### config.mk
export PLATFORM = sky130hd
export DESIGN_NAME = bbfifo_64xw
export DESIGN_NICKNAME = d
export VERILOG_FILES = /design/src/rtl/bbfifo_pkg.sv /design/src/rtl/ram64x1_col.sv /design/src/rtl/bbfifo_64xw.sv
export SDC_FILE = /design/constraint.sdc
export NUM_CORES = 1
export LEC_CHECK = 0
export BUFFER_PORTS_ARGS = -buffer_cell sky130_fd_sc_hd__buf_2
export CAP_MARGIN = 20
export CORE_UTILIZATION = 40
export DETAILED_ROUTE_END_ITERATION = 7
export SETUP_SLACK_MARGIN = 0.5
export SLEW_MARGIN = 10
export SYNTH_ARGS = -nofsm -noshare
export SYNTH_HDL_FRONTEND = slang
export SYNTH_SLANG_ARGS = --single-unit
### constraint.sdc
create_clock -name CLK -period 4.48 [get_ports CLK]
set_input_delay 0.224 -clock CLK [delete_from_list [all_inputs] [get_ports CLK]]
set_output_delay 0.224 -clock CLK [all_outputs]
set_load 0.02 [all_outputs]
### src/rtl/bbfifo_pkg.sv
// Shared sizing constants and pointer helper for the 64-entry show-ahead FIFO.
package bbfifo_pkg;

    localparam int unsigned DEPTH = 64;
    localparam int unsigned PTR_W = 6;
    localparam int unsigned CNT_W = 7;

    // DEPTH is a power of two, so the natural PTR_W-bit wrap is the modulo.
    function automatic logic [PTR_W-1:0] ptr_next(input logic [PTR_W-1:0] ptr);
        return ptr + PTR_W'(1);
    endfunction

endpackage

### src/rtl/ram64x1_col.sv
// One 64x1 distributed RAM column: synchronous write port, asynchronous read port.
module ram64x1_col
    import bbfifo_pkg::*;
(
    input  logic             CLK,
    input  logic             D,
    input  logic             WE,
    input  logic [PTR_W-1:0] WADR,
    input  logic [PTR_W-1:0] RADR,
    output logic             O
);

    logic [DEPTH-1:0] mem;

    always_ff @(posedge CLK) begin
        if (WE) begin
            mem[WADR] <= D;
        end
    end

    assign O = mem[RADR];

endmodule

### src/rtl/bbfifo_64xw.sv
// Show-ahead FIFO, 64 deep x WIDTH: pointer/count control around distributed RAM columns.
module bbfifo_64xw
    import bbfifo_pkg::*;
#(
    parameter int unsigned WIDTH      = 8,
    parameter int unsigned HALF_LEVEL = 32
) (
    input  logic             CLK,
    input  logic             RST_N,
    input  logic [WIDTH-1:0] DATA_IN,
    input  logic             WRITE,
    input  logic             READ,
    input  logic             CLR_ERR,
    output logic [WIDTH-1:0] DATA_OUT,
    output logic             DATA_PRESENT,
    output logic             HALF_FULL,
    output logic             FULL,
    output logic [CNT_W-1:0] COUNT,
    output logic             OVERFLOW,
    output logic             UNDERFLOW
);

    logic [PTR_W-1:0] wr_ptr_q, wr_ptr_d;
    logic [PTR_W-1:0] rd_ptr_q, rd_ptr_d;
    logic [CNT_W-1:0] count_q, count_d;
    logic             ovf_q, ovf_d;
    logic             unf_q, unf_d;
    logic             rd_acc, wr_acc;

    always_comb begin
        rd_acc = READ && (count_q != '0);
        // When full, a simultaneous pop frees the slot the write lands in.
        wr_acc = WRITE && ((count_q != CNT_W'(DEPTH)) || rd_acc);

        wr_ptr_d = wr_acc ? ptr_next(wr_ptr_q) : wr_ptr_q;
        rd_ptr_d = rd_acc ? ptr_next(rd_ptr_q) : rd_ptr_q;

        count_d = count_q;
        if (wr_acc && !rd_acc) begin
            count_d = count_q + 1'b1;
        end else if (rd_acc && !wr_acc) begin
            count_d = count_q - 1'b1;
        end

        // A new error event beats a same-cycle clear.
        ovf_d = ovf_q;
        if (WRITE && !wr_acc) begin
            ovf_d = 1'b1;
        end else if (CLR_ERR) begin
            ovf_d = 1'b0;
        end

        unf_d = unf_q;
        if (READ && !rd_acc) begin
            unf_d = 1'b1;
        end else if (CLR_ERR) begin
            unf_d = 1'b0;
        end
    end

    always_ff @(posedge CLK or negedge RST_N) begin
        if (!RST_N) begin
            wr_ptr_q <= '0;
            rd_ptr_q <= '0;
            count_q  <= '0;
            ovf_q    <= 1'b0;
            unf_q    <= 1'b0;
        end else begin
            wr_ptr_q <= wr_ptr_d;
            rd_ptr_q <= rd_ptr_d;
            count_q  <= count_d;
            ovf_q    <= ovf_d;
            unf_q    <= unf_d;
        end
    end

    for (genvar b = 0; b < WIDTH; b++) begin : g_col
        ram64x1_col u_col (
            .CLK  (CLK),
            .D    (DATA_IN[b]),
            .WE   (wr_acc),
            .WADR (wr_ptr_q),
            .RADR (rd_ptr_q),
            .O    (DATA_OUT[b])
        );
    end

    assign DATA_PRESENT = (count_q != '0);
    assign FULL         = (count_q == CNT_W'(DEPTH));
    assign HALF_FULL    = (count_q >= CNT_W'(HALF_LEVEL));
    assign COUNT        = count_q;
    assign OVERFLOW     = ovf_q;
    assign UNDERFLOW    = unf_q;

endmodule

==> key figures, run 1 <==
Setup path
  • Crit path required time: 4.26 ns
  • Crit Path Class: reg -> out
  • Worst setup SP type: register
  • Worst-path fanout max: 28
  • Arr. time, crit path: 3.59 ns
  • Worst Setup SP: rd_ptr_q[2]
  • Reg2Reg Setup Slack: 0.95 ns
  • Worst R2R Start: COUNT[0]
  • Setup crit end kind: output pin

Route
  • Via Count: 10800
  • Met2 Wirelength: 22900 um
  • Drt first pass iters: 5
  • WL met3: 3800 um
  • Post-route DRC violation count: 0
  • Number of vias per cell: 5.63
  • Initial drt markers: 1088
  • DRT Wirelength: 49300 um
  • Highest Signal Layer: met4
  • DRT antenna net count: 0
  • Met1 WL: 20900 um
  • Per-cell routed wire length: 25.8 um

Die
  • Die X: 233 um
  • Die H: 233 um
  • Starting density of the core: 40.5%
  • Row count: 84
  • IO Pins: 33
  • Core Region: 52600 um2
  • Die ar.: 54100 um2

CTS
  • CTS Root Cell: clkbuf_16
  • CTS tree: yes
  • Clock latency on the worst-skew pair: 0.60 ns
  • # resized after CTS: 0
  • Clock Pin Slew Worst Setup and Hold Paths: 0.06 ns
  • # clock sinks: 533
  • H-tree depth: 2
  • CTS max path bufs: 3
  • Num CTS Buffers: 55

STA
  • Clk_skew: 0.0125 ns
  • Max-slew violation count: 0
  • Period utilisation layout: 85.2%
  • RSZ-0062 raised after global routing: no
  • Setup WS post-layout: 0.661 ns
  • Worst-margin pin slew: 0.963 ns
  • Final setup viols: 0
  • Final Hold Fails: 0
  • Final Critical Period: 3.82 ns
  • F_max: 262 MHz
  • Setup TNS: 0 ns
  • Max-slew headroom: 35.8%
  • WHS: 0.0525 ns

Status
  • Run status: complete, no violations

GRT
  • Antenna violations before repair: 0
  • First-pass GRT wire length: 71800 um
  • Number of global-route vias before repair: 10800
  • Largest net degree at the start of global routing: 65
  • GRT overflow: 0
  • GR Util All Layers: 18.5%

Final layout
  • Finished Layout Cells: 1914
  • Post-layout util: 45.7%
  • Share of post-route cells with drive strength above 1: 20.2%
  • Diodes inserted: 0
  • Area Overhead vs Synth: 13.1%
  • Final nets: 1206

Logic synthesis
  • XOR/XNOR share of the synthesized area: 0.536%
  • Synth Area in Compound Gates: 3.73%
  • Yosys reg bits: 533
  • Mapped Cells: 1123
  • Largest family of logic cells by synthesized area: multiplexers
  • Synth Warn #: 0
  • Area leader, netlist: edfxtp_1
  • Synth unique cells: 58
  • Post-Synthesis Cell Area: 21300 um2
  • Async SR Flop Fraction: 3.94%
  • Ys flop type: edfxtp_1
  • Post-Synth Adder-Cell Area: 0.624%
  • Mux cell area share after synthesis: 13.6%
  • Top cell type's share of synthesized area: 72.3%
  • Synth area leaders: edfxtp_1 (72%), mux4_2 (10%), mux2i_1 (3.1%), dfrtp_1 (2.5%), nor2_1 (2.0%)
  • Syn_area_per_cell: 18.9 um2
  • Net count after synthesis: 1146
  • Register area share after synthesis: 74.8%
  • Post-synth EDFFs: 512
  • Simple-Gate Fraction of Synth Area: 4.44%

Pwr
  • PwrDens: 629 nW/um2
  • Peak VDD IR: 0.000355 V
  • Leak: 0.00779 uW

Min path
  • Hold/Removal Path Class: in -> reg
  • Hold path start: READ

Place
  • Placed insts: 1806
  • PortBufs: 32
  • GP Congestion: 0.871
  • Detailed placer's ending HPWL: 29200 um
  • Pre-CTS setup slack: 0.974 ns

Flow run
  • Max-Cap Viols: 0
-- cells in the mapped netlist (5+ instances only) --
| master | instances |
|---|---|
| mux4_2 | 97 |
| a211o_1 | 7 |
| a31oi_1 | 8 |
| buf_4 | 14 |
| inv_1 | 11 |
| nor2b_1 | 9 |
| nor2_1 | 115 |
| a21oi_1 | 17 |
| o22ai_1 | 22 |
| o21ai_0 | 5 |
| nand2_1 | 47 |
| buf_2 | 11 |
| nand3b_1 | 5 |
| mux2i_1 | 65 |
| nand3_1 | 13 |
| buf_6 | 9 |
| clkbuf_1 | 17 |
| edfxtp_1 | 512 |
| dfrtp_1 | 21 |
| xnor2_1 | 8 |
| nor3_1 | 8 |
| xor2_1 | 5 |
| buf_1 | 8 |
| ha_1 | 9 |
| o221ai_1 | 9 |
| a21o_1 | 8 |
-- routing by layer --
| metal | vias to the layer above | track usage, % |
|---|---|---|
| li1 | 4640 | - |
| met1 | 5616 | 25.8 |
| met2 | 406 | 28.3 |
| met3 | 105 | 4.06 |
| met4 | 0 | 6.74 |
| met5 | - | 0 |
-- final timing paths --
| check | endpoint | cells after the start |
|---|---|---|
| setup / recovery | DATA_OUT[2] | 6 |
| hold / removal | rd_ptr_q[1] | 4 |
| setup reg to reg | COUNT[6] | 12 |
| hold reg to reg | wr_ptr_q[2] | 1 |
| max in group asynchronous | rd_ptr_q[1] | 2 |
| min in group asynchronous | COUNT[1] | 2 |
-- critical path, stage by stage, from the launching register on --
cell     delay (ns)
dfrtp_1        0.97
inv_2          0.56
mux2i_1        0.33
a41oi_1        0.38
a31oi_1        0.10
nor3_1         0.38
buf_2          0.26
-- where the power goes --
group	switching [uW]	total [uW]	leakage, uW	internal (uW)
Combinational	2650	4420	0.00205	1770
Sequential	343	6070	0.00486	5720
Clock	1850	4620	0.000885	2770
Total	4840	15100	0.00779	10300
-- layout by cell type, fill, tap and decap left out, types with 5 or more instances in the layout --
cell           count
edfxtp_1         512
nor2_1           115
mux4_2            97
mux2i_1           65
clkbuf_16         57
nand2_1           47
buf_2             32
o22ai_1           22
buf_4             22
dfrtp_1           19
a21oi_1           17
clkbuf_1          14
nand3_1           13
inv_1             11
clkinv_1          11
nor2b_1            9
o221ai_1           9
ha_1               9
a21o_1             8
a31oi_1            8
nor3_1             8
xnor2_1            8
bufinv_16          8
clkinv_2           8
a211o_1            7
buf_12             6
nand3b_1           5
xor2_1             5
o21ai_0            5
dlygate4sd3_1      5
-- flip-flops by register name, indices dropped and copies added, names as in the netlist --
signal and count:
g_col.u_col.mem 512, COUNT 7, OVERFLOW 1, rd_ptr_q 6
UNDERFLOW 1, wr_ptr_q 6
-- layout make-up --
cell class              instances  area [um2]
fillers                      4441       28500
repair buffers                 66         523
clock buffers                  71        1480
flip-flops and latches        533       15900
multi-input cells             515        4880
inverters                      12        45.0
clock inverters                29         338
well taps                     688         861
-- per-stage QoR --
step / area, um2 / total power [uW]
2_1_floorplan: 21300 / 9170
3_3_place_gp: 22100 / 10500
3_5_place_dp: 22100 / 10500
4_1_cts: 24000 / 15100
5_1_grt: 24000 / 15700
6_report: 24000 / 15100
-- repair_timing --
item	4_1_cts	5_1_grt
setup buffers	0	2
hold buffers	5	0
hold endpoints to repair	23	0
endpoints found under the setup margin	0	4
-- kinds of logic (layout without fill, tap and decap cells) --
| family | Yosys count | count (layout) |
|---|---|---|
| AOI/OAI and AO/OA | 109 | 109 |
| and+or+nand+nor | 216 | 216 |
| buffers and inverters | 75 | 178 |
| muxes | 167 | 167 |
| DFF | 533 | 533 |
| adders and majority gates | 10 | 10 |
| xor gates and xnor gates | 13 | 13 |
Note: power is estimated with default switching activity, not from simulation.
==> run 2, diff against run 1 <==
--- a/config.mk
+++ b/config.mk
@@ -9,6 +9,7 @@
 export CAP_MARGIN = 20
 export CORE_UTILIZATION = 40
 export DETAILED_ROUTE_END_ITERATION = 7
+export MAX_ROUTING_LAYER = met4
 export SETUP_SLACK_MARGIN = 0.5
 export SLEW_MARGIN = 10
 export SYNTH_ARGS = -nofsm -noshare
==> key figures, run 2 (synthesis results as in run 1) <==
Route
  • Post-route DRC violation count: 0 (unchanged)
  • Drt first pass iters: 7 (was 5)
  • Initial drt markers: 1081 (was 1088)
  • Number of vias per cell: 5.61 (was 5.63)
  • DRT Wirelength: 49400 um (was 49300 um)
  • DRT antenna net count: 0 (unchanged)
  • Via Count: 10700 (was 10800)
  • Per-cell routed wire length: 25.8 um (about the same)

Setup path
  • Arr. time, crit path: 3.60 ns (was 3.59 ns)
  • Reg2Reg Setup Slack: 0.95 ns (about the same)
  • Worst-path fanout max: 28 (unchanged)
  • Crit Path Class: reg -> out (unchanged)
  • Setup crit end kind: output pin (unchanged)
  • Worst setup SP type: register (unchanged)
  • Crit path required time: 4.26 ns (about the same)

Place
  • Detailed placer's ending HPWL: 29200 um (unchanged)
  • GP Congestion: 0.885 (was 0.871)
  • PortBufs: 32 (unchanged)

STA
  • Final Hold Fails: 0 (unchanged)
  • RSZ-0062 raised after global routing: no (unchanged)
  • Max-slew headroom: 36.4% (was 35.8%)
  • Max-slew violation count: 0 (unchanged)
  • Final Critical Period: 3.82 ns (about the same)
  • Clk_skew: 0.0132 ns (was 0.0125 ns)
  • Period utilisation layout: 85.3% (was 85.2%)
  • Setup TNS: 0 ns (unchanged)
  • Final setup viols: 0 (unchanged)
  • WHS: 0.0522 ns (was 0.0525 ns)
  • F_max: 262 MHz (about the same)
  • Worst-margin pin slew: 0.954 ns (was 0.963 ns)

Final layout
  • Post-layout util: 45.7% (unchanged)
  • Number of flip-flops in the largest register: 512 (unchanged)
  • Final nets: 1206 (unchanged)
  • Area Overhead vs Synth: 13.1% (unchanged)
  • Most flops, register: g_col.u_col.mem (unchanged)
  • Commonest non-fill, non-tap cell in the layout: edfxtp_1 (unchanged)
  • Diodes inserted: 0 (unchanged)
  • Commonest non-fill, non-tap cells in the layout: edfxtp_1 (512), nor2_1 (115), mux4_2 (97), mux2i_1 (65), clkbuf_16 (57) (unchanged)
  • Filler cells: 4441 (unchanged)
  • Share of post-route cells with drive strength above 1: 20.2% (unchanged)

Die
  • Die H: 233 um (unchanged)
  • Die X: 233 um (unchanged)
  • Starting density of the core: 40.5% (unchanged)
  • Core Region: 52600 um2 (unchanged)
  • IO Pins: 33 (unchanged)
  • Row count: 84 (unchanged)
  • Die ar.: 54100 um2 (unchanged)

GRT
  • GRT overflow: 0 (unchanged)
  • Largest net degree at the start of global routing: 65 (unchanged)
  • First-pass GRT wire length: 71700 um (was 71800 um)
  • Antenna violations before repair: 0 (unchanged)
  • GR Util All Layers: 19.0% (was 18.5%)
  • Number of global-route vias before repair: 10800 (about the same)

Min path
  • Hold/Removal Path Class: in -> reg (unchanged)

CTS
  • Clock latency on the worst-skew pair: 0.60 ns (about the same)
  • # clock sinks: 533 (unchanged)
  • CTS tree: yes (unchanged)
  • Clock Pin Slew Worst Setup and Hold Paths: 0.06 ns (about the same)
  • Num CTS Buffers: 55 (unchanged)
  • CTS max path bufs: 3 (unchanged)
  • CTS Root Cell: clkbuf_16 (unchanged)
  • H-tree depth: 2 (unchanged)

Pwr
  • Psw: 4860 uW (was 4840 uW)
  • Leak: 0.00779 uW (unchanged)
  • Comb pwr share: 29.3% (about the same)
  • Clock power share: 30.6% (about the same)
  • Cell-internal power: 10300 uW (unchanged)
  • Peak VDD IR: 0.000359 V (was 0.000355 V)
  • PwrDens: 630 nW/um2 (was 629 nW/um2)
  • Switching Share: 32.1% (about the same)
  • Sequential share of power: 40.1% (about the same)

Status
  • Run status: complete, no violations (unchanged)

Flow run
  • Max-Cap Viols: 0 (unchanged)
-- run 2: cell counts in the layout (fill, tap and decap cells not counted) --
No cell type changed its count.
-- run 2: worst paths after layout --
path / startpoint / to / cells after the start
hold / removal: READ / rd_ptr_q[1] / 4
setup reg to reg: COUNT[0] / COUNT[6] / 12
max in group asynchronous: RST_N / rd_ptr_q[1] / 2
hold reg to reg: wr_ptr_q[2] / wr_ptr_q[2] / 1
setup / recovery: rd_ptr_q[2] / DATA_OUT[2] / 6
min in group asynchronous: RST_N / COUNT[1] / 2
-- run 2: routing by layer --
metal | share of wire (%) | track usage, % | routed length, um | vias to the layer above
met1 | 43 | 26.1 | 21300 | 5651
met2 | 47 | 28.2 | 23000 | 354
met5 | 0 | - | 0 | -
li1 | - | - | - | 4641
met3 | 7.0 | 3.85 | 3440 | 99
met4 | 3.3 | 6.74 | 1610 | 0
-- run 2: area by class of cell --
type	instances	area, um2	area share, %
Multi-Input combinational cell	515	4880	20.3
Clock buffer	71	1480	6.15
Tap cell	688	861	3.58
Timing Repair Buffer	66	523	2.18
Sequential cell	533	15900	66.2
Inverter	12	45.0	0.187
Clock inverter	29	338	1.41
-- run 2: through the flow --
stage | setup WS [ns] | area [um2] | total power, uW | instances
6_report | 0.660 | 24000 | 15100 | 1914
5_1_grt | 0.580 | 24000 | 15700 | 1914
4_1_cts | 0.593 | 24000 | 15100 | 1911
3_5_place_dp | 0.974 | 22100 | 10500 | 1806
3_3_place_gp | 1.02 | 22100 | 10500 | 1806
2_1_floorplan | 1.16 | 21300 | 9170 | 1123
-- run 2: repair_timing --
| item | CTS | global route |
|---|---|---|
| resized for setup | 0 | 0 |
| setup endpoints to repair | 0 | 4 |
| endpoints found under the hold margin | 23 | 0 |
| setup buffers | 0 | 2 |
| hold buffers | 5 | 0 |
-- run 2: critical path, cell delays in order (launching register included) --
cell	delay (ns)
dfrtp_1	0.96
inv_2	0.56
mux2i_1	0.31
a41oi_1	0.39
a31oi_1	0.10
nor3_1	0.40
buf_2	0.26
-- run 2: power groups by stage --
stage	Combinational (uW)	Clock, uW	Sequential, uW
after floorplan	3220	0	5950
after global routing	4700	4890	6100
after detailed placement	4280	0	6230
after CTS	4300	4700	6130
after global placement	4280	0	6210
final	4430	4630	6070
